<file path="src/rtl/rf_arb_pkg.sv">
// Shared types, defaults and the round-robin pick function for the regfile writeback arbiter.
package rf_arb_pkg;

  localparam int unsigned NumReqDef = 3;
  localparam int unsigned DataWDef  = 32;
  localparam int unsigned AddrWDef  = 5;

  // Upper bound on requesters supported by rr_pick.
  localparam int unsigned MaxReq = 16;
  localparam int unsigned IdxW   = $clog2(MaxReq);

  typedef struct packed {
    logic [AddrWDef-1:0] rd;
    logic [DataWDef-1:0] data;
  } wb_req_t;

  // One-hot grant to the first valid requester at or after ptr, wrapping modulo n.
  function automatic logic [MaxReq-1:0] rr_pick(input logic [MaxReq-1:0] valid,
                                                input int unsigned       ptr,
                                                input int unsigned       n);
    logic [MaxReq-1:0] grant;
    logic              found;
    int unsigned       idx;
    grant = '0;
    found = 1'b0;
    for (int unsigned i = 0; i < MaxReq; i++) begin
      idx = (ptr + i) % n;
      if (i < n && !found && valid[idx[IdxW-1:0]]) begin
        grant[idx[IdxW-1:0]] = 1'b1;
        found                = 1'b1;
      end
    end
    return grant;
  endfunction

endpackage

</file>
<file path="src/rtl/rf_wb_arbiter_if.sv">
// Writeback request bus: packed per-requester valid/rd/data with a one-hot ready back.
interface rf_wb_arbiter_if #(
  parameter int unsigned NUM_REQ = 3,
  parameter int unsigned DATA_W  = 32,
  parameter int unsigned ADDR_W  = 5
);

  logic [NUM_REQ-1:0]        req_valid;
  logic [NUM_REQ-1:0]        req_ready;
  logic [NUM_REQ*ADDR_W-1:0] req_rd;
  logic [NUM_REQ*DATA_W-1:0] req_data;

  modport master (
    output req_valid,
    output req_rd,
    output req_data,
    input  req_ready
  );

  modport slave (
    input  req_valid,
    input  req_rd,
    input  req_data,
    output req_ready
  );

endinterface

</file>
<file path="src/rtl/rr_arbiter.sv">
// NUM_REQ-wide one-hot grant with a rotating priority pointer.
// Define RF_WB_FIXED_PRIO_EN for fixed lowest-index-wins priority with no pointer.
module rr_arbiter
  import rf_arb_pkg::*;
#(
  parameter int unsigned NUM_REQ = NumReqDef
) (
  input  logic               clk,
  input  logic               rst,
  input  logic [NUM_REQ-1:0] valid_i,
  output logic [NUM_REQ-1:0] grant_o
);

  localparam int unsigned PtrW = (NUM_REQ > 1) ? $clog2(NUM_REQ) : 1;

  logic [MaxReq-1:0] valid_ext;
  logic [MaxReq-1:0] pick;

  always_comb begin
    valid_ext              = '0;
    valid_ext[NUM_REQ-1:0] = valid_i;
  end

`ifdef RF_WB_FIXED_PRIO_EN
  logic unused_clk_rst;
  assign unused_clk_rst = clk ^ rst;
  assign pick           = rr_pick(valid_ext, 0, NUM_REQ);
`else
  logic [PtrW-1:0] ptr_q, ptr_d;

  assign pick = rr_pick(valid_ext, 32'(ptr_q), NUM_REQ);

  always_comb begin
    ptr_d = ptr_q;
    for (int unsigned i = 0; i < NUM_REQ; i++) begin
      if (pick[i]) ptr_d = PtrW'((i + 1) % NUM_REQ);
    end
  end

  always_ff @(posedge clk) begin
    if (!rst) ptr_q <= '0;
    else      ptr_q <= ptr_d;
  end
`endif

  if (NUM_REQ < MaxReq) begin : g_unused
    logic unused_pick;
    assign unused_pick = ^pick[MaxReq-1:NUM_REQ];
  end

  assign grant_o = pick[NUM_REQ-1:0];

endmodule

</file>
<file path="src/rtl/rf_wb_arbiter.sv">
// Regfile write-port controller: arbitrates writeback requesters onto one registered write
// port and keeps a pending-write scoreboard for decode. RF_WB_FIXED_PRIO_EN selects fixed priority.
module rf_wb_arbiter
  import rf_arb_pkg::*;
#(
  parameter int unsigned NUM_REQ = NumReqDef,
  parameter int unsigned DATA_W  = DataWDef,
  parameter int unsigned ADDR_W  = AddrWDef
) (
  input  logic                 clk,
  input  logic                 rst,
  rf_wb_arbiter_if.slave       wb,
  output logic                 rf_w_en_o,
  output logic [ADDR_W-1:0]    rf_rd_id_o,
  output logic [DATA_W-1:0]    rf_wdata_o,
  input  logic                 issue_valid_i,
  input  logic [ADDR_W-1:0]    issue_rd_i,
  input  logic                 issue_wr_i,
  input  logic [ADDR_W-1:0]    rs1_id_i,
  input  logic [ADDR_W-1:0]    rs2_id_i,
  output logic                 issue_stall_o,
  output logic [2**ADDR_W-1:0] busy_o
);

  localparam int unsigned NumRegs = 2 ** ADDR_W;

  logic [NUM_REQ-1:0] valid_gated;
  logic [NUM_REQ-1:0] grant;
  logic               any_grant;
  logic [ADDR_W-1:0]  sel_rd;
  logic [DATA_W-1:0]  sel_data;

  logic               w_en_q, w_en_d;
  logic [ADDR_W-1:0]  rd_q, rd_d;
  logic [DATA_W-1:0]  data_q, data_d;
  logic [NumRegs-1:0] busy_q, busy_d;
  logic               set_en;

  // Requests seen during reset are ignored so nothing is granted then.
  assign valid_gated = wb.req_valid & {NUM_REQ{rst}};

  rr_arbiter #(
    .NUM_REQ (NUM_REQ)
  ) u_arb (
    .clk     (clk),
    .rst     (rst),
    .valid_i (valid_gated),
    .grant_o (grant)
  );

  assign wb.req_ready = grant;
  assign any_grant    = |grant;

  always_comb begin
    sel_rd   = '0;
    sel_data = '0;
    for (int unsigned i = 0; i < NUM_REQ; i++) begin
      if (grant[i]) begin
        sel_rd   = sel_rd | wb.req_rd[i*ADDR_W +: ADDR_W];
        sel_data = sel_data | wb.req_data[i*DATA_W +: DATA_W];
      end
    end
  end

  // x0 writes are accepted but never reach the regfile.
  always_comb begin
    w_en_d = any_grant & (|sel_rd);
    rd_d   = any_grant ? sel_rd : rd_q;
    data_d = any_grant ? sel_data : data_q;
  end

  always_ff @(posedge clk) begin
    if (!rst) begin
      w_en_q <= 1'b0;
      rd_q   <= '0;
      data_q <= '0;
    end else begin
      w_en_q <= w_en_d;
      rd_q   <= rd_d;
      data_q <= data_d;
    end
  end

  assign issue_stall_o = issue_valid_i &
                         (busy_q[rs1_id_i] | busy_q[rs2_id_i] | (issue_wr_i & busy_q[issue_rd_i]));
  assign set_en        = issue_valid_i & ~issue_stall_o & issue_wr_i & (|issue_rd_i);

  // Set is applied after clear so a same-index collision leaves the bit busy.
  always_comb begin
    busy_d = busy_q;
    if (w_en_q) busy_d[rd_q] = 1'b0;
    if (set_en) busy_d[issue_rd_i] = 1'b1;
    busy_d[0] = 1'b0;
  end

  always_ff @(posedge clk) begin
    if (!rst) busy_q <= '0;
    else      busy_q <= busy_d;
  end

  assign rf_w_en_o  = w_en_q;
  assign rf_rd_id_o = rd_q;
  assign rf_wdata_o = data_q;
  assign busy_o     = busy_q;

endmodule

</file>
<file path="src/flat_wrapper.sv">
// flat-port wrapper written by rule: the top's interface ports become plain ports
module rf_wb_arbiter_flat import rf_arb_pkg::*;
#(
  parameter int unsigned NUM_REQ = NumReqDef,
  parameter int unsigned DATA_W  = DataWDef,
  parameter int unsigned ADDR_W  = AddrWDef
)
  (clk, rst, rf_w_en_o, rf_rd_id_o, rf_wdata_o, issue_valid_i, issue_rd_i, issue_wr_i, rs1_id_i, rs2_id_i, issue_stall_o, busy_o, wb_req_valid, wb_req_rd, wb_req_data, wb_req_ready);
  rf_wb_arbiter_if #(.NUM_REQ(NUM_REQ), .DATA_W(DATA_W), .ADDR_W(ADDR_W)) wb_i ();
  input  logic clk;
  input  logic rst;
  output logic rf_w_en_o;
  output logic [ADDR_W-1:0] rf_rd_id_o;
  output logic [DATA_W-1:0] rf_wdata_o;
  input  logic issue_valid_i;
  input  logic [ADDR_W-1:0] issue_rd_i;
  input  logic issue_wr_i;
  input  logic [ADDR_W-1:0] rs1_id_i;
  input  logic [ADDR_W-1:0] rs2_id_i;
  output logic issue_stall_o;
  output logic [2**ADDR_W-1:0] busy_o;
  input wire logic [$bits(wb_i.req_valid)-1:0] wb_req_valid;
  input wire logic [$bits(wb_i.req_rd)-1:0] wb_req_rd;
  input wire logic [$bits(wb_i.req_data)-1:0] wb_req_data;
  output wire logic [$bits(wb_i.req_ready)-1:0] wb_req_ready;
  assign wb_i.req_valid = wb_req_valid;
  assign wb_i.req_rd = wb_req_rd;
  assign wb_i.req_data = wb_req_data;
  assign wb_req_ready = wb_i.req_ready;
  rf_wb_arbiter #(.NUM_REQ(NUM_REQ), .DATA_W(DATA_W), .ADDR_W(ADDR_W)) u_core (.clk(clk), .rst(rst), .wb(wb_i), .rf_w_en_o(rf_w_en_o), .rf_rd_id_o(rf_rd_id_o), .rf_wdata_o(rf_wdata_o), .issue_valid_i(issue_valid_i), .issue_rd_i(issue_rd_i), .issue_wr_i(issue_wr_i), .rs1_id_i(rs1_id_i), .rs2_id_i(rs2_id_i), .issue_stall_o(issue_stall_o), .busy_o(busy_o));
endmodule
</file>
<file path="config.mk">
export PLATFORM = sky130hd
export DESIGN_NAME = rf_wb_arbiter_flat
export DESIGN_NICKNAME = d
export VERILOG_FILES = /design/src/rtl/rf_arb_pkg.sv /design/src/rtl/rf_wb_arbiter_if.sv /design/src/rtl/rr_arbiter.sv /design/src/rtl/rf_wb_arbiter.sv /design/src/flat_wrapper.sv
export SDC_FILE = /design/constraint.sdc
export NUM_CORES = 1
export LEC_CHECK = 0
export BUFFER_PORTS_ARGS = -buffer_cell sky130_fd_sc_hd__buf_2
export CAP_MARGIN = 0
export CORE_UTILIZATION = 47
export CTS_BUF_LIST = sky130_fd_sc_hd__clkbuf_4 sky130_fd_sc_hd__clkbuf_8
export CTS_CLUSTER_DIAMETER = 100
export DETAILED_ROUTE_END_ITERATION = 10
export PLACE_DENSITY = 0.82
export SETUP_SLACK_MARGIN = 0.5
export SLEW_MARGIN = 30
export SYNTH_ARGS = -nofsm -noshare
export SYNTH_HDL_FRONTEND = slang
export SYNTH_SLANG_ARGS = --single-unit
export TNS_END_PERCENT = 10
</file>
<file path="constraint.sdc">
create_clock -name clk -period 3.5 [get_ports clk]
set_input_delay 0.175 -clock clk [delete_from_list [all_inputs] [get_ports clk]]
set_output_delay 0.175 -clock clk [all_outputs]
set_load 0.01 [all_outputs]
</file>
# [Yosys cells after proc, flatten, opt, wreduce, memory -nomap -nowiden]
# Cells that the tools add are included.
[totals] register_bits=72 input_bits=133 output_inout_bits=74
[classes] n_addsub=2 div_mod_pow=3 magnitude_cmp=12 muxes=37 n_bitwise=20 reduce_logical=15
[op_table] op="$mux 32" n=5
[op_table] op="$or 32x32->32" n=3
[op_table] op="$mod 32x2->32 const B" n=2
[op_table] op="$and 32x32->32" n=1
[op_table] op="$mod 2x2->32 const B" n=1
[op_table] op="$not 32->32" n=1
[op_table] op="$lt 5x6->1 const B" n=4
[op_table] op="$bmux 1 s5" n=3
[op_table] op="$lt 4x5->1 const B" n=3
[op_table] op="$mux 5" n=3
[op_table] op="$mux 1" n=13
[op_table] op="$bmux 1 s4" n=3
[op_table] op="$demux 1 s4" n=3
[op_table] op="$ge 4x1->1 const B" n=3
[op_table] op="$demux 1 s5" n=2
[op_table] op="$ge 5x1->1 const B" n=2
[op_table] op="$or 5x5->5" n=2
[op_table] op="$reduce_or 5->1" n=2
[op_table] op="$mux 3" n=3
[op_table] op="$logic_and 1x1->1" n=7
[op_table] op="$and 1x1->1" n=6
[op_table] op="$or 3x3->3" n=2
[op_table] op="$reduce_or 3->1" n=2
[op_table] op="$mux 2" n=2
[op_table] op="other kinds (8)" n=11

# [Depth between registers and ports, before layout]
# Gate-level depths: netlist (run 1).
[depth] word_depth=17 depth_mapped=13

# [Cells and area by module]
# From an unflattened synthesis (run 1), not the netlist that was laid out.
[unflattened] cells_unflattened=461 area_unflattened_um2=4524.3
[by_module_without_submodules] mod="rf_wb_arbiter" instances=1 cells_per_inst=415 area_each_um2=4111.4
[by_module_without_submodules] mod="rr_arbiter" instances=1 cells_per_inst=46 area_each_um2=412.9

# [Worst setup path before layout (run 1)]
# No wires, ideal clock.
[synth_path] path_kind="register to register" start="reg u_core.u_arb.ptr_q[0]" end="reg u_core.data_q[10] (netlist: u_core.rf_wdata_o[10])" t_arrival_ns=2.661 setup_slack_ns=0.764 path_stages_with_launch=14 n_path_buf=2 path_cell_list="dfxtp_1 > inv_1 > ha_1 > inv_1 > ha_1 > nand2b_1 > mux2i_1 > nand3_1 > mux2i_1 > o21ai_0 > clkbuf_1 > clkbuf_1 > a222oi_1 > a21boi_0"
[synth_between] elab_chain_len=15 elab_cells_between_ends=43
[synth_lines] element="from (decl)" line_no="rr_arbiter.sv:29" rtl="logic [PtrW-1:0] ptr_q, ptr_d;"
[synth_lines] element="from (signal assigned)" line_no="rr_arbiter.sv:42" rtl="else ptr_q <= ptr_d;"
[synth_lines] element="$add 2x1->3 or $mod 2x2->32 (tied branches)" line_no="rf_arb_pkg.sv:27" rtl="idx = (ptr + i) % n;"
[synth_lines] element="$mod 32x2->32 (tied with other cells)" line_no="rf_arb_pkg.sv:27"
[synth_lines] element="$lt 4x5->1 (not written as such) (tied with other cells)" line_no="rf_arb_pkg.sv:29" rtl="grant[idx[IdxW-1:0]] = 1'b1;"
[synth_lines] element="$logic_and 1x1->1 (not written as such) (tied with other cells)" line_no="rf_arb_pkg.sv:29"
[synth_lines] element="$mux 1 (not written as such) (tied with other cells)" line_no="rf_arb_pkg.sv:29"
[synth_lines] element="$demux 1 s4 (tied with other cells)" line_no="rf_arb_pkg.sv:29"
[synth_lines] element="$or 3x3->3 (no source line) or $mux 1 (tied branches)"
[synth_lines] element="$mux 3 or $logic_not 1->1 (tied branches)" line_no="rf_arb_pkg.sv:28" rtl="if (i < n && !found && valid[idx[IdxW-1:0]]) begin"
[synth_lines] element="$or 3x3->3 (no source line) or $logic_and 1x1->1 (tied branches)"
[synth_lines] element="$mux 3 (*)" line_no="rf_arb_pkg.sv:28"
[synth_lines] element="$mux 32" line_no="rf_wb_arbiter.sv:58" rtl="if (grant[i]) begin"
[synth_lines] element="$or 32x32->32" line_no="rf_wb_arbiter.sv:60" rtl="sel_data = sel_data | wb.req_data[i*DATA_W +: DATA_W];"
[synth_lines] element="$mux 32" line_no="rf_wb_arbiter.sv:58"
[synth_lines] element="$or 32x32->32" line_no="rf_wb_arbiter.sv:60"
[synth_lines] element="$mux 32" line_no="rf_wb_arbiter.sv:58"
[synth_lines] element="to (signal assigned)" line_no="rf_wb_arbiter.sv:80" rtl="data_q <= data_d;"
[synth_lines] element="to (decl)" line_no="rf_wb_arbiter.sv:35" rtl="logic [DATA_W-1:0] data_q, data_d;"
# Mark *: on every way between the ends. The rest lies on a longest branch, timed or not. The select of a mux whose other input is x is not followed.
# A chain may end at the register's enable or synchronous reset.

# [Worst setup path in the final report (run 1)]
[layout_path] start="reg u_core.u_arb.ptr_q[1]" end="reg u_core.data_q[10] (netlist: u_core.rf_wdata_o[10])"
# The elaborated chain is that of the path after synthesis.

==> results of run 1 <==
power breakdown:
group / total [mW] / switching (mW) / internal, mW
Combinational: 1.83 / 1.09 / 0.739
Sequential: 1.20 / 0.180 / 1.02
Clock: 0.721 / 0.320 / 0.402
cell families (layout without fill, tap and decap cells):
| kind of cell | after synthesis | after routing |
|---|---|---|
| buffers and inverters | 46 | 239 |
| adder cells (fa/ha/maj) | 9 | 9 |
| other | 1 | 3 |
| AND/OR/NAND/NOR | 106 | 106 |
| AO/OA/AOI/OAI | 154 | 156 |
| multiplexers | 40 | 40 |
| flip-flops | 71 | 71 |
metal layers:
metal	vias to the layer above	track usage, %
met5	-	0
met4	0	13.6
met3	37	9.89
met2	316	55.3
met1	2206	34.1
li1	2073	-
cells in the final DEF, fill, tap and decap left out, types with 4 or more instances in the layout:
| cell | instances |
|---|---|
| a21oi_1 | 4 |
| nand2_1 | 54 |
| o211ai_1 | 34 |
| a21boi_0 | 34 |
| buf_2 | 205 |
| nand3_1 | 10 |
| a222oi_1 | 37 |
| nor2b_1 | 5 |
| dfxtp_1 | 69 |
| o21ai_0 | 30 |
| nor2_1 | 8 |
| clkbuf_8 | 9 |
| mux4_2 | 23 |
| ha_1 | 7 |
| o21ai_1 | 5 |
| mux2i_1 | 10 |
| buf_4 | 11 |
| nand3b_1 | 6 |
| inv_1 | 6 |
| mux2_2 | 5 |
layout make-up:
type / count / area, um^2
inverters: 7 / 28.8
diodes: 2 / 5.00
fillers: 688 / 2760
well taps: 105 / 131
flip-flops and latches: 71 / 1420
multi-input cells: 312 / 2620
repair buffers: 216 / 1110
clock inverters: 7 / 97.6
clock buffers: 9 / 124
synth_stat cells (2+ instances only):
cell,n
nand2_1,56
nor3b_1,3
nand2b_1,3
a222oi_1,37
dfxtp_1,71
nor2_1,9
mux2_2,5
nor2b_1,5
or3b_2,2
nand3_1,11
ha_1,9
nor3_2,2
mux2i_1,12
buf_4,2
o211ai_1,34
and3_1,3
o21ai_0,31
nand3b_1,6
clkbuf_1,35
a21oi_1,4
o21ai_1,5
inv_1,7
mux4_2,23
a21boi_0,37
how the worst max path moves through the flow:
| stage | from | to | slack [ns] | depth (start not counted) |
|---|---|---|---|---|
| global placement | u_core.u_arb.ptr_q[0] | u_core.rf_wdata_o[23] | 0.63 | 11 |
| global route | u_core.u_arb.ptr_q[1] | u_core.rf_wdata_o[10] | 0.51 | 12 |
| detailed placement | u_core.u_arb.ptr_q[0] | u_core.rf_wdata_o[22] | 0.45 | 12 |
| finish | u_core.u_arb.ptr_q[1] | u_core.rf_wdata_o[10] | 0.69 | 12 |
| floorplan | u_core.u_arb.ptr_q[0] | u_core.rf_wdata_o[10] | 0.76 | 13 |
| CTS | u_core.u_arb.ptr_q[0] | wb_req_ready[1] | 0.40 | 9 |
tightest hold or removal path: cells and delay by family:
| family | cells | cell delay, ns |
|---|---|---|
| AO/OA/AOI/OAI | 2 | 0.16 |
| buffers and inverters | 1 | 0.08 |
state kept, by name, summed over array words and instances (netlist names):
signal / cells
u_core.busy_o: 31
u_core.rf_rd_id_o: 5
u_core.rf_w_en_o: 1
u_core.rf_wdata_o: 32
u_core.u_arb.ptr_q: 2
what timing repair did:
item / in CTS / in global routing
gates resized for setup: 1 / 19
setup endpoints to repair: 15 / 43
gates cloned: 0 / 2
pin swaps: 1 / 5
setup buffers: 1 / 2
==> impl_metrics.py, run 1 <==
metrics = {
    "clock_network": {
        "tritoncts": "done",
        "clk_latency_ns": 0.35,
        "cts_hold_buf": 0,
        "cts_buffers": 9,
        "cts.sinks": 71,
        "clockBufferDepth": 2,
        "clk_pin_slew_worst_paths_ns": 0.08,
        "root_buffer": "clkbuf_8",
        "htreeDepth": 3,
    },
    "cells_and_area": {
        "drive_above_1_share_pct": 45.3,
        "area_growth_pct": 35.5,
        "final_cells": 729,
        "nets": 759,
        "fin_area_um2": 5540,
        "utilization_pct": 66.8,
    },
    "setup_path": {
        "r2r_cells": 12,
        "cp_cell_sequence": "ha_1 -> inv_1 -> ha_1 -> nand2b_1 -> mux2i_2 -> nand3_2 -> mux2i_2 -> o21ai_4 -> buf_4 -> buf_4 -> a222oi_1 -> a21boi_0",
        "critical-path-slowest-cell": "dfxtp_2",
        "r2r_end": "u_core.rf_wdata_o[10]",
        "critPathRequiredTime_ns": 3.71,
        "cpPeakStageDelay_ns": 0.42,
        "worstPathMaxFanout": 15,
        "critPathArrivalTime_ns": 3.02,
        "path_class": "register to register",
        "end_kind": "register",
        "r2r_start": "u_core.u_arb.ptr_q[1]",
        "critPathBufInv": 3,
        "critPathLaunchType": "register",
        "rrSetupSlack_ns": 0.69,
        "critPathTopFamily": "compound AO/OA/AOI/OAI gates",
    },
    "placement": {
        "portBuffers": 205,
        "post-place-ws_ns": 0.452,
        "gp_congestion": 0.922,
        "dp_cells": 706,
        "hpwl_um": 10600,
        "place_area_um2": 5190,
    },
    "routing": {
        "dr_wl_met3_um": 1550,
        "drcViolationCount": 0,
        "top_layer": "met4",
        "vias": 4632,
        "dr.pass1.iters": 7,
        "first_iter_violations": 375,
        "vias_per_cell": 6.35,
        "wire_per_inst_um": 20.0,
        "ant_nets": 0,
        "met1_length_um": 5160,
        "wl_um": 14600,
        "route.met2.wl_um": 7480,
    },
    "pwr": {
        "peakVddDrop_uv": 633,
        "fin_total_pwr_mw": 3.75,
        "power.leakage_nw": 2.37,
        "p_per_area_nw_per_um2": 677,
    },
    "synthesis": {
        "synth_seq_area_share_pct": 34.8,
        "synthesis.nets": 569,
        "synth-seq-cells": 71,
        "synth_top_cell_by_area": "dfxtp_1",
        "syn_inst": 427,
        "synth_cell_type_count": 39,
        "avgSynthCellArea_um2": 9.58,
        "synth_top_family_by_area": "compound AO/OA/AOI/OAI gates",
        "async_flop_share_pct": 0,
        "yosysWarningCount": 0,
        "synth_xor_area_share_pct": 0,
        "synth-main-ff-cell": "dfxtp_1",
        "synthAdderAreaFrac_pct": 2.75,
        "synth_top_area_share_pct": 34.8,
        "synthSimpleGateAreaFrac_pct": 12.9,
        "synthMuxAreaShare_pct": 17.0,
        "synth.area.top_cells": "dfxtp_1 35%, mux4_2 13%, a222oi_1 9.1%, a21boi_0 6.8%, o211ai_1 6.2%",
        "synth_compound_area_share_pct": 28.1,
        "syn_area_um2": 4090,
        "synth_edf_count": 0,
    },
    "sta": {
        "rsz0062_at_grt": "no",
        "hold_ws_ns": 0.100,
        "tns_ns": 0,
        "slew_violations": 0,
        "fin_crit_ns": 2.81,
        "hold_viol_final": 0,
        "worst_slack_ns": 0.691,
        "slew-limit-headroom_pct": 63.3,
        "skew_ns": 0.0101,
        "max_freq_mhz": 356,
        "period_share_pct": 80.2,
        "setup_viol": 0,
        "worst_pin_slew_ns": 0.551,
    },
    "worst_hold_path": {
        "hp-start": "wb_req_data[4]",
        "whs_path_depth": 3,
        "worstHoldPathType": "primary input to register",
        "worstHoldEndpoint": "u_core.rf_wdata_o[4]",
    },
    "floorplan": {
        "die_area_um2": 9080,
        "rows": 33,
        "die-height_um": 95.3,
        "core-area_um2": 8300,
        "die_w_um": 95.3,
        "io_pins": 207,
        "start_util_pct": 49.3,
    },
    "global_route": {
        "track_usage_pct": 31.3,
        "grt_pass1_wl_um": 21600,
        "antenna_found_initial": 0,
        "grt_max_degree": 44,
        "grt_pass1_vias": 4456,
        "grt.overflow.total": 0,
    },
    "job": {
        "drv_cap": 0,
    },
    "status": {
        "outcome": "finished clean",
    },
}
(Power assumes the default switching activity.)
==> inputs of run 2 (changes only) <==
==> constraint.sdc (replaced) <==
create_clock -name clk -period 2.6 [get_ports clk]
set_input_delay 0.13 -clock clk [delete_from_list [all_inputs] [get_ports clk]]
set_output_delay 0.13 -clock clk [all_outputs]
set_load 0.01 [all_outputs]
==> run 2 against run 1 <==
The flow now finishes with violations (setup timing). Register-to-register slack worse by 0.84 ns. Global-route usage up 3.0 points. Power increased by 63%. Fmax is 2.2% higher. Critical path type unchanged.
==> impl_metrics.py, run 2 (synthesis gave the netlist of run 1 again) <==
metrics = {
    "status": {
        "outcome": "complete, but fails checks",
        "violations": "setup timing",
    },
    "cells_and_area": {
        "num-fill-cells": 574,
        "fin_area_um2": 6170,
        "final_common_cell": "buf_2",
        "area_growth_pct": 51.0,
        "register_area_um2": 1430,
        "nets": 814,
        "multi_input_area_um2": 2690,
        "final_cells": 781,
        "drive_above_1_share_pct": 52.3,
        "final_cell_mix": "204 x buf_2, 68 x dfxtp_1, 51 x nand2_1",
        "largest_reg_flops": 32,
    },
    "floorplan": {
        "die-height_um": 95.3,
        "die_w_um": 95.3,
        "die_area_um2": 9080,
        "start_util_pct": 49.3,
        "rows": 33,
        "core-area_um2": 8300,
        "io_pins": 207,
    },
    "routing": {
        "first_iter_violations": 473,
        "vias": 4982,
        "ant_nets": 0,
        "vias_per_cell": 6.38,
        "wl_um": 16400,
        "dr.pass1.iters": 7,
        "drcViolationCount": 0,
        "wire_per_inst_um": 21.0,
    },
    "worst_hold_path": {
        "whs_path_depth": 3,
        "worstHoldPathType": "primary input to register",
    },
    "placement": {
        "place_area_um2": 5440,
        "portBuffers": 205,
        "hpwl_um": 11100,
        "dp_cells": 732,
        "gp_congestion": 0.967,
    },
    "setup_path": {
        "r2r_cells": 14,
        "path_class": "register to register",
        "cpPeakStageDelay_ns": 0.38,
        "setup.worst_path.start": "u_core.u_arb.ptr_q[0]",
        "cp-endpoint": "u_core.rf_rd_id_o[2]",
        "cp_cell_sequence": "inv_6 -> ha_4 -> buf_4 -> mux2_2 -> a21oi_1 -> nor3b_2 -> nand3_4 -> o221ai_4 -> buf_12 -> nor3_4 -> buf_6 -> buf_12 -> nand2_1 -> a21boi_2",
        "worstPathMaxFanout": 10,
        "path_common_cell": "buf_12",
        "r2r_start": "u_core.u_arb.ptr_q[0]",
        "critical-path-slowest-cell": "dfxtp_4",
        "critPathRequiredTime_ns": 2.88,
        "end_kind": "register",
        "critPathArrivalTime_ns": 3.03,
        "critPathLaunchType": "register",
        "r2r_end": "u_core.rf_rd_id_o[2]",
        "rrSetupSlack_ns": -0.15,
    },
    "clock_network": {
        "htreeDepth": 3,
        "clk_latency_ns": 0.35,
        "clk_pin_slew_worst_paths_ns": 0.07,
        "tritoncts": "done",
        "cts_buffers": 9,
        "clockBufferDepth": 2,
        "cts.sinks": 71,
        "root_buffer": "clkbuf_8",
    },
    "sta": {
        "worst_slack_ns": -0.149,
        "skew_ns": 0.0104,
        "slew_violations": 0,
        "setup_viol": 40,
        "hold_viol_final": 0,
        "slew-limit-headroom_pct": 61.6,
        "worst_pin_slew_ns": 0.576,
        "fin_crit_ns": 2.75,
        "rsz0062_at_grt": "yes",
        "max_freq_mhz": 364,
        "period_share_pct": 106,
    },
    "global_route": {
        "grt_pass1_vias": 4682,
        "antenna_found_initial": 1,
        "track_usage_pct": 34.3,
        "grt_pass1_wl_um": 23300,
        "grt_max_degree": 45,
        "grt.overflow.total": 0,
    },
    "pwr": {
        "power.leakage_nw": 2.74,
        "fin_total_pwr_mw": 6.12,
        "peakVddDrop_uv": 772,
        "p_per_area_nw_per_um2": 992,
    },
    "job": {
        "drv_cap": 0,
    },
}
## run 2: how the worst min path moves through the flow
stage | end | startpoint
2_1_floorplan | u_core.rf_w_en_o | wb_req_rd[0]
3_3_place_gp | u_core.rf_wdata_o[25] | wb_req_data[25]
6_report | u_core.rf_wdata_o[18] | wb_req_data[18]
5_1_grt | u_core.rf_wdata_o[18] | wb_req_data[18]
3_5_place_dp | u_core.rf_wdata_o[18] | wb_req_data[18]
4_1_cts | u_core.rf_wdata_o[18] | wb_req_data[18]
## run 2: worst max-delay path, delay by kind of cell (launching register included)
kind,cells,cell delay (ns)
simple gates,4,0.57
fa+ha+maj,1,0.14
mux,1,0.35
flops,1,0.38
buf+inv,5,0.66
compound gates,3,0.57
## run 2: metrics by stage
stage	worst slack, ns	TNS, ns	hold slack [ns]	utilization [%]
global route	-0.237	-7.37	0.0713	74.4
CTS	0.0259	0	0.0777	71.0
global placement	0.0122	0	0.428	65.6
detailed placement	-0.0936	-0.883	0.444	65.6
floorplan	0.180	0	0.279	-
finish	-0.149	-2.85	0.0730	74.4
## run 2: what timing repair did
| item | 4_1_cts | 5_1_grt |
|---|---|---|
| gates resized for setup | 19 | 63 |
| gates cloned | 3 | 3 |
| pin swaps | 8 | 30 |
| setup endpoints to repair | 75 | 75 |
| setup buffers | 17 | 11 |
| endpoints found under the hold margin | 0 | 0 |
| hold buffers | 0 | 0 |
## run 2: routing by layer
metal | global-route usage (%) | wire length, um | vias to the layer above
met2 | 57.6 | 8300 | 364
met3 | 8.77 | 1560 | 80
met5 | 0 | 0 | -
met4 | 24.6 | 960 | 0
met1 | 37.4 | 5570 | 2364
li1 | - | - | 2174
## run 2: area by class of cell
cell class	instances	area share (%)
clock buffers	13	2.70
repair buffers	272	27.8
flip-flops and latches	71	23.2
clock inverters	1	0.0811
inverters	7	0.547
multi-input cells	311	43.5
diodes	1	0.0405
well taps	105	2.13
## run 2: report_power, final
group / switching, mW / internal, mW / total [mW]
Combinational: 1.84 / 1.84 / 3.68
Clock: 0.398 / 0.408 / 0.806
Sequential: 0.257 / 1.38 / 1.64
Total: 2.49 / 3.63 / 6.12
